`src/rtl/shift_pkg.sv`:
```
// Shared definitions for the multi-cycle shift sequencer.
// Op encodings, FSM state constants and default datapath sizes.
package shift_pkg;

    localparam int WIDTH = 32;
    localparam int SHW   = 5;

    localparam logic [1:0] OP_SLL  = 2'b00;
    localparam logic [1:0] OP_SRL  = 2'b01;
    localparam logic [1:0] OP_SRA  = 2'b10;
    localparam logic [1:0] OP_RSVD = 2'b11;

    localparam logic [1:0] ST_IDLE  = 2'd0;
    localparam logic [1:0] ST_SHIFT = 2'd1;
    localparam logic [1:0] ST_DONE  = 2'd2;

endpackage

```
`src/rtl/shift_stage.sv`:
```
// Single combinational shift step of 1 or 2 bits.
// The only shifting logic in the sequencer.
module shift_stage #(
    parameter int WIDTH = 32
) (
    input  logic [WIDTH-1:0] value,
    input  logic [1:0]       op,
    input  logic [1:0]       step,
    output logic [WIDTH-1:0] shifted
);

    import shift_pkg::*;

    // Apply one step in the direction and fill mode selected by op
    always_comb begin
        shifted = value;
        unique case (op)
            OP_SLL:  shifted = value << step;
            OP_SRL:  shifted = value >> step;
            OP_SRA:  shifted = $signed(value) >>> step;
            default: shifted = value;
        endcase
    end

endmodule

```
`src/rtl/shift_seq.sv`:
```
// Multi-cycle SLL/SRL/SRA sequencer: 2 bits per cycle, 1 bit for an odd tail.
// Pipeline stalls on busy and captures result on done.
module shift_seq #(
    parameter int WIDTH = shift_pkg::WIDTH,
    parameter int SHW   = shift_pkg::SHW
) (
    input  logic             clk,
    input  logic             rst_n,
    input  logic             start,
    input  logic             abort,
    input  logic [1:0]       op,
    input  logic [WIDTH-1:0] operand,
    input  logic [SHW-1:0]   shamt,
    output logic             busy,
    output logic             done,
    output logic [WIDTH-1:0] result
);

    import shift_pkg::*;

    logic [1:0]       state, state_n;
    logic [WIDTH-1:0] acc, acc_n;
    logic [SHW-1:0]   cnt, cnt_n;
    logic [1:0]       kind, kind_n;
    logic [WIDTH-1:0] res_n;
    logic [1:0]       step;
    logic [WIDTH-1:0] staged;
    logic             accept;

    assign step = (cnt >= SHW'(2)) ? 2'd2 : 2'd1;

    assign accept = start && !abort &&
                    (state == ST_IDLE || state == ST_DONE);

    shift_stage #(.WIDTH(WIDTH)) u_stage (
        .value   (acc),
        .op      (kind),
        .step    (step),
        .shifted (staged)
    );

    // Next-state logic: abort beats accept, accept beats the running op
    always_comb begin
        state_n = state;
        acc_n   = acc;
        cnt_n   = cnt;
        kind_n  = kind;
        res_n   = result;
        if (abort) begin
            state_n = ST_IDLE;
        end else if (accept) begin
            acc_n  = operand;
            cnt_n  = shamt;
            kind_n = op;
            if (shamt == '0 || op == OP_RSVD) begin
                state_n = ST_DONE;
                res_n   = operand;
            end else begin
                state_n = ST_SHIFT;
            end
        end else begin
            unique case (state)
                ST_SHIFT: begin
                    acc_n = staged;
                    cnt_n = cnt - SHW'(step);
                    if (cnt_n == '0) begin
                        state_n = ST_DONE;
                        res_n   = staged;
                    end
                end
                ST_DONE: state_n = ST_IDLE;
                default: state_n = ST_IDLE;
            endcase
        end
    end

    // State, datapath and registered outputs
    always_ff @(posedge clk) begin
        if (!rst_n) begin
            state  <= ST_IDLE;
            acc    <= '0;
            cnt    <= '0;
            kind   <= OP_SLL;
            result <= '0;
            busy   <= 1'b0;
            done   <= 1'b0;
        end else begin
            state  <= state_n;
            acc    <= acc_n;
            cnt    <= cnt_n;
            kind   <= kind_n;
            result <= res_n;
            busy   <= (state_n == ST_SHIFT);
            done   <= (state_n == ST_DONE);
        end
    end

endmodule

```
`config.mk`:
```
export PLATFORM = sky130hd
export DESIGN_NAME = shift_seq
export DESIGN_NICKNAME = d
export VERILOG_FILES = /design/src/rtl/shift_pkg.sv /design/src/rtl/shift_stage.sv /design/src/rtl/shift_seq.sv
export SDC_FILE = /design/constraint.sdc
export NUM_CORES = 1
export LEC_CHECK = 0
export CORE_MARGIN = 8
export CORE_UTILIZATION = 50
export CTS_BUF_LIST = sky130_fd_sc_hd__clkbuf_16
export CTS_CLUSTER_DIAMETER = 150
export CTS_CLUSTER_SIZE = 25
export DETAILED_ROUTE_END_ITERATION = 8
export GPL_ROUTABILITY_DRIVEN = 0
export PLACE_DENSITY = 0.73
export SLEW_MARGIN = 40
export SYNTH_ARGS = -nofsm -noshare
export SYNTH_HDL_FRONTEND = slang
export SYNTH_HIERARCHICAL = 1
export SYNTH_SLANG_ARGS = --single-unit
```
`constraint.sdc`:
```
create_clock -name clk -period 3.5 [get_ports clk]
set_clock_uncertainty 0.1 [all_clocks]
set_input_delay 0.35 -clock clk [delete_from_list [all_inputs] [get_ports clk]]
set_output_delay 0.35 -clock clk [all_outputs]
set_load 0.02 [all_outputs]
```
# After elaboration in Yosys (flattened, before gate mapping)
# Index checks and enable logic that the tools add are counted.
# W data, S select, Z words.
dict set report totals {
  input_bits 43
  out_inout_bits 34
  word_cells 50
  regBits 75
}
dict set report classes {
  n_addsub 1
  n_bitwise 1
  n_eq_ne 8
  n_shift 3
  magnitude_cmp 1
  muxes 15
  n_reduce_logical 14
}
# cell n
set op_table {}
lappend op_table {{$mux W32} 6}
lappend op_table {{$pmux W32 S3} 1}
lappend op_table {{$shl A32 B2 Y32} 1}
lappend op_table {{$shr A32 B2 Y32} 1}
lappend op_table {{$sshr A32 B2 Y32} 1}
lappend op_table {{$mux W2} 6}
lappend op_table {{$logic_not A5 Y1} 2}
lappend op_table {{$mux W5} 2}
lappend op_table {{$eq A2 B2 Y1 const B} 4}
lappend op_table {{$eq A2 B1 Y1 const B} 3}
lappend op_table {{$ge A5 B2 Y1 const B} 1}
lappend op_table {{$sub A5 B2 Y5} 1}
lappend op_table {{$logic_not A2 Y1} 2}
lappend op_table {{$reduce_and A2 Y1} 2}
lappend op_table {{$reduce_and A4 Y1} 1}
lappend op_table {{$reduce_bool A2 Y1} 2}
lappend op_table {{$logic_and A1 B1 Y1} 2}
lappend op_table {{$logic_or A1 B1 Y1} 2}
lappend op_table {{$ne A2 B1 Y1 const B} 1}
lappend op_table {{$logic_not A1 Y1} 1}
lappend op_table {{$not A1 Y1} 1}

# Depth between registers and ports, before layout
# Gate-level depths: netlist of the first run.
dict set report logic_depth {
  word_depth 9
  ltp_mapped 14
  mapped_depth_nobuf 11
}

# Hierarchy
# Netlist of the first run, hierarchy kept.
# mod seq_area_each_um2 cells_per_inst area_each_um2 n_inst
set modules_own_cells {}
lappend modules_own_cells {shift_seq 1501.4 448 4003.8 1}
lappend modules_own_cells {shift_stage 0.0 245 2082.0 1}

# Least setup slack after synthesis of the first run
# Ideal clock, no wire load.
dict set report synth_path {
  path_type {reg-to-reg}
  start {reg cnt[2]}
  end {reg result[12]}
  arrival_time_ns 2.479
  period_less_slack_ns 2.704
  n_path_buf 1
  setup_ns 0.125
  slack_ns 0.796
  path_stages_with_launch 13
  t_required_ns 3.275
  cell_sequence {dfxtp_1 > nor3_1 > nand2b_1 > inv_1 > ha_1 > inv_1 > fa_1 > xnor2_1 > nor4b_2 > nand3_2 > clkbuf_1 > o2111ai_1 > nand3_1}
}
dict set report synth_via {
  elab_chain_cells 7
  elab_cells_between_ends 13
  cone_classes {add/sub: 1; order compare: 1; shift: 3; mux: 5; reduce/logical: 3}
}
# item line
set synth_rtl {}
lappend synth_rtl {{start, declared} shift_seq.sv:23} ;# logic [SHW-1:0] cnt, cnt_n;
lappend synth_rtl {{start signal, assigned} shift_seq.sv:90} ;# cnt <= cnt_n;
lappend synth_rtl {{$ge A5 B2 Y1 (*)} shift_seq.sv:30} ;# assign step = (cnt >= SHW'(2)) ? 2'd2 : 2'd1;
lappend synth_rtl {{$mux W2 (*)} shift_seq.sv:30}
lappend synth_rtl {{net step[1]} shift_seq.sv:26} ;# logic [1:0] step;
lappend synth_rtl {{parallel branches: the longest is 5 deep, another holds $sub A5 B2 Y5} -}
lappend synth_rtl {{end signal, assigned} shift_seq.sv:92} ;# result <= res_n;
lappend synth_rtl {{end, declared} shift_seq.sv:16} ;# output logic [WIDTH-1:0] result
# Mark *: on every way through the listed nets, which the timed path passes. The select of a mux whose other input is x is not followed.
# A chain may end at the register's enable or synchronous reset.

# Worst setup path in the final report of the first run
dict set report layout_path {
  start {reg cnt[2]}
  end {reg result[3]}
}
dict set report layout_via {
  elab_chain_cells 7
  elab_cells_between_ends 13
  cone_classes {add/sub: 1; order compare: 1; shift: 3; mux: 5; reduce/logical: 3}
}
# item line
set layout_rtl {}
lappend layout_rtl {{$ge A5 B2 Y1 (*)} shift_seq.sv:30}
lappend layout_rtl {{$mux W2 (*)} shift_seq.sv:30}
lappend layout_rtl {{net step[1]} shift_seq.sv:26}
lappend layout_rtl {{$sshr A32 B2 Y32 (tied with other cells)} shift_stage.sv:20} ;# OP_SRA: shifted = $signed(value) >>> step;
lappend layout_rtl {{$pmux W32 S3 (*)} shift_stage.sv:17} ;# unique case (op)
lappend layout_rtl {{net staged[3]} shift_seq.sv:27} ;# logic [WIDTH-1:0] staged;
lappend layout_rtl {{$mux W32 (*)} shift_seq.sv:66} ;# if (cnt_n == '0) begin
lappend layout_rtl {{$mux W32 (*)} shift_seq.sv:62} ;# unique case (state)
lappend layout_rtl {{$mux W32 (*)} shift_seq.sv:51} ;# end else if (accept) begin
# The timed path passes the listed nets; every way through them passes the cells marked *. The select of a mux whose other input is x is not followed.

==> impl_metrics.toml, run 1 <==
[outcome]
status = "completed"

[setup_path]
critPathArrivalTime_ns = 3.37
critical_path.max_fanout = 43
critPathMostFrequentCell = "sky130_fd_sc_hd__mux2i_1"
criticalPathCategory = "reg -> reg"
worst_r2r_path_depth = 13
critical_path.n_buffers_inverters = 3
r2r-start = "cnt[2]"
critical_path_cell_sequence = "nor3_1, nand2b_1, clkinv_2, buf_12, buf_12, mux2i_1, mux2i_1, maj3_2, o22a_1, mux2i_1, nor3_1, a31oi_1, nand3_1"
timing.critical_path.max_delay_family = "multiplexers"
timing.critical_path.from_type = "flip-flop"
r2r_setup_slk_ns = 0.25
worst_ep_required_time_ns = 3.62
critical_path.slowest_cell = "sky130_fd_sc_hd__dfxtp_1"
worst_r2r_endpoint = "result[3]"
endpoint_kind = "flip-flop"
crit_path_max_incr_delay_ns = 0.36

[clocking]
ctsHoldBuffers = 0
clockRootBuffer = "sky130_fd_sc_hd__clkbuf_16"
cts_resized = 0
post_cts_buffers = 0
path_clk_slew_ns = 0.06
numCtsBuffers = 9
clock_latency_ns = 0.34
cts.htree.levels = 3
clockBufferDepth = 2
cts_num_sinks = 75
cts_tree = "built"

[global_routing]
grt_antenna_before_repair = 0
grt_pass1_vias = 5695
grt-ovfl-total = 0
grt_max_degree = 73
grt_pass1_wl_mm = 30.7
grt_util_all_layers = 0.235

[timing]
final_hold_viol_count = 0
tightest_slew_ns = 0.885
hold_ws_ns = 0.401
rsz0062_at_grt = "no"
max_freq_ghz = 0.308
tns_ns = 0
final-max-slew-violation-count = 0
setup-violations-final = 0
final_period_minus_worst_setup_slack_ns = 3.25
slew_headroom = 0.409
period_share = 0.929
setup_ws_ns = 0.249

[power]
switching_share = 0.367
p_sw_uw = 1110
power.ir.vdd_worst_uv = 273
pwr_density_cell_nw_per_um2 = 424
p_leak_uw = 0.00266
power.clock.fraction = 0.308
p_int_uw = 1920
seq_power_share = 0.326
power_frac_comb = 0.366

[die]
floorplan.die.width_um = 126
pin_count = 77
die_h_um = 126
floorplan.initialDensity = 0.509
floorplan.core_area_um2 = 12000
floorplan.rows = 40
floorplan.die_area_um2 = 16000

[placed_design]
post-dp-hpwl_mm = 13.1
dp_worst_setup_slack_ns = 0.323
post-place-cells = 856
portBuffers = 76

[routing]
vias_per_cell = 6.96
route.detailed.drc = 0
drt_pre_antenna_iters = 7
routedWlPerCell_um = 22.3
antenna_left = 0
routed-via-count = 6068
initialDrtViolationCount = 600
total_routed_length_mm = 19.5

[cells_and_area]
post-route-util = 0.598
finalNetCount = 766
layout-area-overhead-vs-synth_pct = 17.5
insertedDiodeCount = 0
fin_cells = 872
final_layout_size_suffix_gt1_frac = 0.134

[logic_synthesis]
ys_seq_elements = 75
synth_cell_type_count = 62
synthesis.area_per_instance_um2 = 8.78
yosysWarningCount = 6
synth-edff-count = 0
synth_cells = 693
synth-main-ff-cell = "sky130_fd_sc_hd__dfxtp_1"
proportion_of_register_bits_with_asynchronous_set_or_reset_after_synthesis = 0
synthesis.nets = 739
synth.cell_area_um2 = 6090
yosysSeqAreaShare = 0.247

[worst_hold_path]
hold-path-endpoint = "result[9]"
min_from = "result[9]"
worst_hold_path.num_cells = 2
holdCritPathClass = "reg -> reg"

[run]
max_cap_viol_count = 0
==> synthesized netlist by cell type, drive strengths merged (3+ instances only) <==
cell | n | area, um^2
inv | 5 | 18.8
o22a | 22 | 193
mux2 | 4 | 45.0
buf | 43 | 284
o21ai | 7 | 35.0
a211oi | 33 | 248
and3 | 6 | 37.5
mux4 | 4 | 90.1
nor2b | 3 | 18.8
a31oi | 13 | 81.3
nand3 | 54 | 275
o2111ai | 32 | 280
a41oi | 19 | 294
nand2b | 4 | 25.0
maj3 | 23 | 258
o22ai | 21 | 131
dfxtp | 75 | 1500
a221oi | 4 | 35.0
nor3 | 35 | 175
mux2i | 116 | 1160
clkbuf | 39 | 146
or2 | 3 | 18.8
nor2 | 46 | 173
nand2 | 13 | 48.8
a21oi | 16 | 80.1
nand4 | 13 | 81.3
==> cell type report <==
type                            count  area [um^2]
Inverter                            7         27.5
Fill cell                        1025         4810
Timing Repair Buffer               98          971
Multi-Input combinational cell    529         4170
Sequential cell                    75         1500
Clock buffer                        9          225
Tap cell                          147          184
Clock inverter                      7         67.6
==> per-layer routing <==
| layer | vias to the layer above | global-route usage | wire length, um |
|---|---|---|---|
| li1 | 2794 | - | - |
| met1 | 2905 | 0.316 | 8240 |
| met2 | 337 | 0.359 | 8920 |
| met3 | 32 | 0.0637 | 1980 |
| met4 | 0 | 0.0729 | 340 |
| met5 | - | 0 | 0 |
==> metrics by stage <==
step | cell area, um^2 | total power [uW]
3_5_place_dp | 6850 | 2080
2_1_floorplan | 6090 | 1800
6_report | 7150 | 3030
5_1_grt | 7150 | 3150
4_1_cts | 7150 | 3010
3_3_place_gp | 6850 | 2060
==> state kept, by name, indices dropped and copies added, names as in the netlist <==
name,count
busy,1
result,32
acc,32
kind,2
cnt,5
done,1
state,2
==> worst register-to-register path, cell delays in order (launching register included) <==
cell and delay [ns]:
sky130_fd_sc_hd__dfxtp_1 0.36, sky130_fd_sc_hd__nor3_1 0.29, sky130_fd_sc_hd__nand2b_1 0.14, sky130_fd_sc_hd__clkinv_2 0.09, sky130_fd_sc_hd__buf_12 0.24, sky130_fd_sc_hd__buf_12 0.25, sky130_fd_sc_hd__mux2i_1 0.27, sky130_fd_sc_hd__mux2i_1 0.11
sky130_fd_sc_hd__maj3_2 0.32, sky130_fd_sc_hd__o22a_1 0.23, sky130_fd_sc_hd__mux2i_1 0.36, sky130_fd_sc_hd__nor3_1 0.11, sky130_fd_sc_hd__a31oi_1 0.17, sky130_fd_sc_hd__nand3_1 0.09
==> cells by family after synthesis <==
logic type / share of synthesized area
AO/OA/AOI/OAI: 0.256
buffers and inverters: 0.0750
adder cells (fa/ha/maj): 0.0498
XOR/XNOR: 0.00288
flip-flops: 0.247
AND/OR/NAND/NOR: 0.157
multiplexers: 0.213
==> power groups by stage <==
stage / Sequential [uW] / Combinational [uW] / Clock, uW
2_1_floorplan: 999 / 800 / 0
3_3_place_gp: 1000 / 1060 / 0
3_5_place_dp: 1000 / 1080 / 0
4_1_cts: 985 / 1090 / 938
5_1_grt: 996 / 1180 / 974
6_report: 988 / 1110 / 933
==> worst max path at each step <==
| stage | startpoint | to | slack, ns | cells past startpoint |
|---|---|---|---|---|
| 3_3_place_gp | cnt[2] | result[3] | 0.45 | 13 |
| 5_1_grt | cnt[2] | result[3] | 0.1 | 13 |
| 2_1_floorplan | cnt[2] | result[12] | 0.80 | 12 |
| 4_1_cts | cnt[2] | result[3] | 0.31 | 13 |
| 6_report | cnt[2] | result[3] | 0.25 | 13 |
| 3_5_place_dp | cnt[2] | result[3] | 0.32 | 13 |
==> layout by cell type, fill, tap and decap left out, types with 2 or more instances in the layout <==
master                              n
sky130_fd_sc_hd__a211o_1            2
sky130_fd_sc_hd__a211oi_1          33
sky130_fd_sc_hd__a21o_1             2
sky130_fd_sc_hd__a21oi_1           15
sky130_fd_sc_hd__a221oi_1           4
sky130_fd_sc_hd__a222oi_1           2
sky130_fd_sc_hd__a31oi_1           13
sky130_fd_sc_hd__a41oi_1            2
sky130_fd_sc_hd__a41oi_2           17
sky130_fd_sc_hd__and2_1             2
sky130_fd_sc_hd__and3_1             6
sky130_fd_sc_hd__buf_12             4
sky130_fd_sc_hd__buf_4             18
sky130_fd_sc_hd__clkbuf_16          9
sky130_fd_sc_hd__clkdlybuf4s50_1   75
sky130_fd_sc_hd__clkinv_1           3
sky130_fd_sc_hd__clkinv_2           3
sky130_fd_sc_hd__clkinvlp_4         2
sky130_fd_sc_hd__dfxtp_1           75
sky130_fd_sc_hd__ha_1               2
sky130_fd_sc_hd__inv_1              4
sky130_fd_sc_hd__maj3_2            22
sky130_fd_sc_hd__mux2_2             4
sky130_fd_sc_hd__mux2i_1          116
sky130_fd_sc_hd__mux4_2             4
sky130_fd_sc_hd__nand2_1           13
sky130_fd_sc_hd__nand2b_1           4
sky130_fd_sc_hd__nand3_1           53
sky130_fd_sc_hd__nand4_1           13
sky130_fd_sc_hd__nor2_1            45
sky130_fd_sc_hd__nor2b_1            3
sky130_fd_sc_hd__nor3_1            35
sky130_fd_sc_hd__o2111ai_1         32
sky130_fd_sc_hd__o21ai_0            7
sky130_fd_sc_hd__o22a_1            22
sky130_fd_sc_hd__o22ai_1           21
sky130_fd_sc_hd__o2bb2ai_1          2
sky130_fd_sc_hd__o31ai_1            2
sky130_fd_sc_hd__or2_2              2
sky130_fd_sc_hd__xnor2_1            2
Note: power is estimated with default switching activity, not from simulation.
==> inputs of run 2 (changes only) <==
- CORE_UTILIZATION: 50 -> 42
- GPL_TIMING_DRIVEN: default -> 0
- PLACE_DENSITY: 0.73 -> 0.69
==> impl_metrics.toml, run 2 (synthesized netlist as in run 1, its figures left out) <==
[placed_design]
portBuffers = 75
post-dp-hpwl_mm = 16.3

[timing]
period_share = 0.944
setup-violations-final = 0
tns_ns = 0
tightest_slew_ns = 0.630
final_period_minus_worst_setup_slack_ns = 3.30
final-max-slew-violation-count = 0
max_freq_ghz = 0.303
rsz0062_at_grt = "no"
final_hold_viol_count = 0
slew_headroom = 0.580

[die]
floorplan.initialDensity = 0.424
floorplan.die.width_um = 136
die_h_um = 136
floorplan.core_area_um2 = 14400
floorplan.die_area_um2 = 18600
pin_count = 77
floorplan.rows = 44

[routing]
routed-via-count = 6251
initialDrtViolationCount = 574
drt_pre_antenna_iters = 5
vias_per_cell = 6.46
routedWlPerCell_um = 21.6
antenna_left = 0
route.detailed.drc = 0
total_routed_length_mm = 20.9

[clocking]
clockBufferDepth = 2
cts_resized = 0
clockRootBuffer = "sky130_fd_sc_hd__clkbuf_16"
cts_tree = "built"
ctsHoldBuffers = 0
cts.htree.levels = 3
clock_latency_ns = 0.34
path_clk_slew_ns = 0.06
numCtsBuffers = 9
post_cts_buffers = 0
cts_num_sinks = 75

[global_routing]
grt_pass1_wl_mm = 33.2
grt_pass1_vias = 6329
grt_max_degree = 13
grt_util_all_layers = 0.222
grt-ovfl-total = 0
grt_antenna_before_repair = 0

[cells_and_area]
reg_top3 = "acc (32), result (32), cnt (5)"
mostFrequentLayoutCells = "116 x sky130_fd_sc_hd__mux2i_1, 75 x sky130_fd_sc_hd__dfxtp_1, 75 x sky130_fd_sc_hd__clkdlybuf4s50_1, 53 x sky130_fd_sc_hd__nand3_1, 46 x sky130_fd_sc_hd__nor2_1"
most_common_cell_after_layout_fill_and_taps_aside = "sky130_fd_sc_hd__mux2i_1"
final_layout_size_suffix_gt1_frac = 0.133
layout-area-overhead-vs-synth_pct = 21.2
insertedDiodeCount = 0
finalNetCount = 825

[setup_path]
timing.critical_path.from_type = "flip-flop"
endpoint_kind = "flip-flop"
criticalPathCategory = "reg -> reg"
worst_r2r_endpoint = "result[11]"
critPathArrivalTime_ns = 3.41
r2r_setup_slk_ns = 0.20
r2r-start = "cnt[2]"
worst_r2r_path_depth = 13
critical_path.max_fanout = 10
worst_ep_required_time_ns = 3.61

[outcome]
status = "completed"

[power]
pwr_density_cell_nw_per_um2 = 422
p_total_uw = 3110
power.ir.vdd_worst_uv = 307
p_leak_uw = 0.00276

[run]
max_cap_viol_count = 0

[worst_hold_path]
hold-path-endpoint = "kind[1]"
min_from = "kind[1]"
worst_hold_path.num_cells = 2
holdCritPathClass = "reg -> reg"
## run 2: cell type report
| class | instances | area, um^2 |
|---|---|---|
| plain buffers | 82 | 430 |
| multi-input cells | 529 | 4130 |
| flip-flops and latches | 75 | 1500 |
| repair buffers | 75 | 751 |
| inverters | 7 | 26.3 |
| well taps | 184 | 230 |
| clock inverters | 7 | 83.8 |
| fillers | 1358 | 6990 |
| clock buffers | 9 | 225 |
## run 2: per-stage QoR
step | hold slack (ns) | worst slack [ns] | instance area (um^2) | utilization | cells
2_1_floorplan | 0.349 | 0.796 | 6090 | - | 693
3_3_place_gp | 0.364 | 0.402 | 7070 | 0.492 | 952
3_5_place_dp | 0.369 | 0.281 | 7070 | 0.492 | 952
4_1_cts | 0.376 | 0.257 | 7380 | 0.513 | 968
5_1_grt | 0.423 | 0.0579 | 7380 | 0.513 | 968
6_report | 0.386 | 0.197 | 7380 | 0.513 | 968
## run 2: routing by layer
layer | GRT usage | wire [um]
met3 | 0.0370 | 1630
met2 | 0.385 | 10100
met1 | 0.275 | 8730
met4 | 0.0659 | 403
met5 | 0 | 0
## run 2: worst max-delay path by stage
stage / start / to / cells after the start
final: cnt[2] / result[11] / 13
after global routing: cnt[2] / result[19] / 12
after CTS: cnt[2] / result[11] / 13
after detailed placement: cnt[2] / result[11] / 13
after global placement: cnt[2] / result[10] / 13
after floorplan: cnt[2] / result[12] / 12
## run 2: where the power goes
group | total [uW] | switching (uW) | internal [uW]
clock | 967 | 352 | 615
sequential | 989 | 79.8 | 909
combinational | 1160 | 679 | 480
total | 3110 | 1110 | 2000
## run 2: worst max-delay path, stage by stage (launching register included)
cell                       delay, ns
sky130_fd_sc_hd__dfxtp_1        0.37
sky130_fd_sc_hd__nor3_1         0.29
sky130_fd_sc_hd__nand2b_1       0.17
sky130_fd_sc_hd__inv_1          0.19
sky130_fd_sc_hd__buf_6          0.21
sky130_fd_sc_hd__buf_6          0.19
sky130_fd_sc_hd__mux2i_1        0.35
sky130_fd_sc_hd__mux2i_1        0.14
sky130_fd_sc_hd__maj3_2         0.32
sky130_fd_sc_hd__o22a_1         0.23
sky130_fd_sc_hd__mux2i_1        0.22
sky130_fd_sc_hd__nor3_1         0.10
sky130_fd_sc_hd__a31oi_1        0.19
sky130_fd_sc_hd__nand3_1        0.10
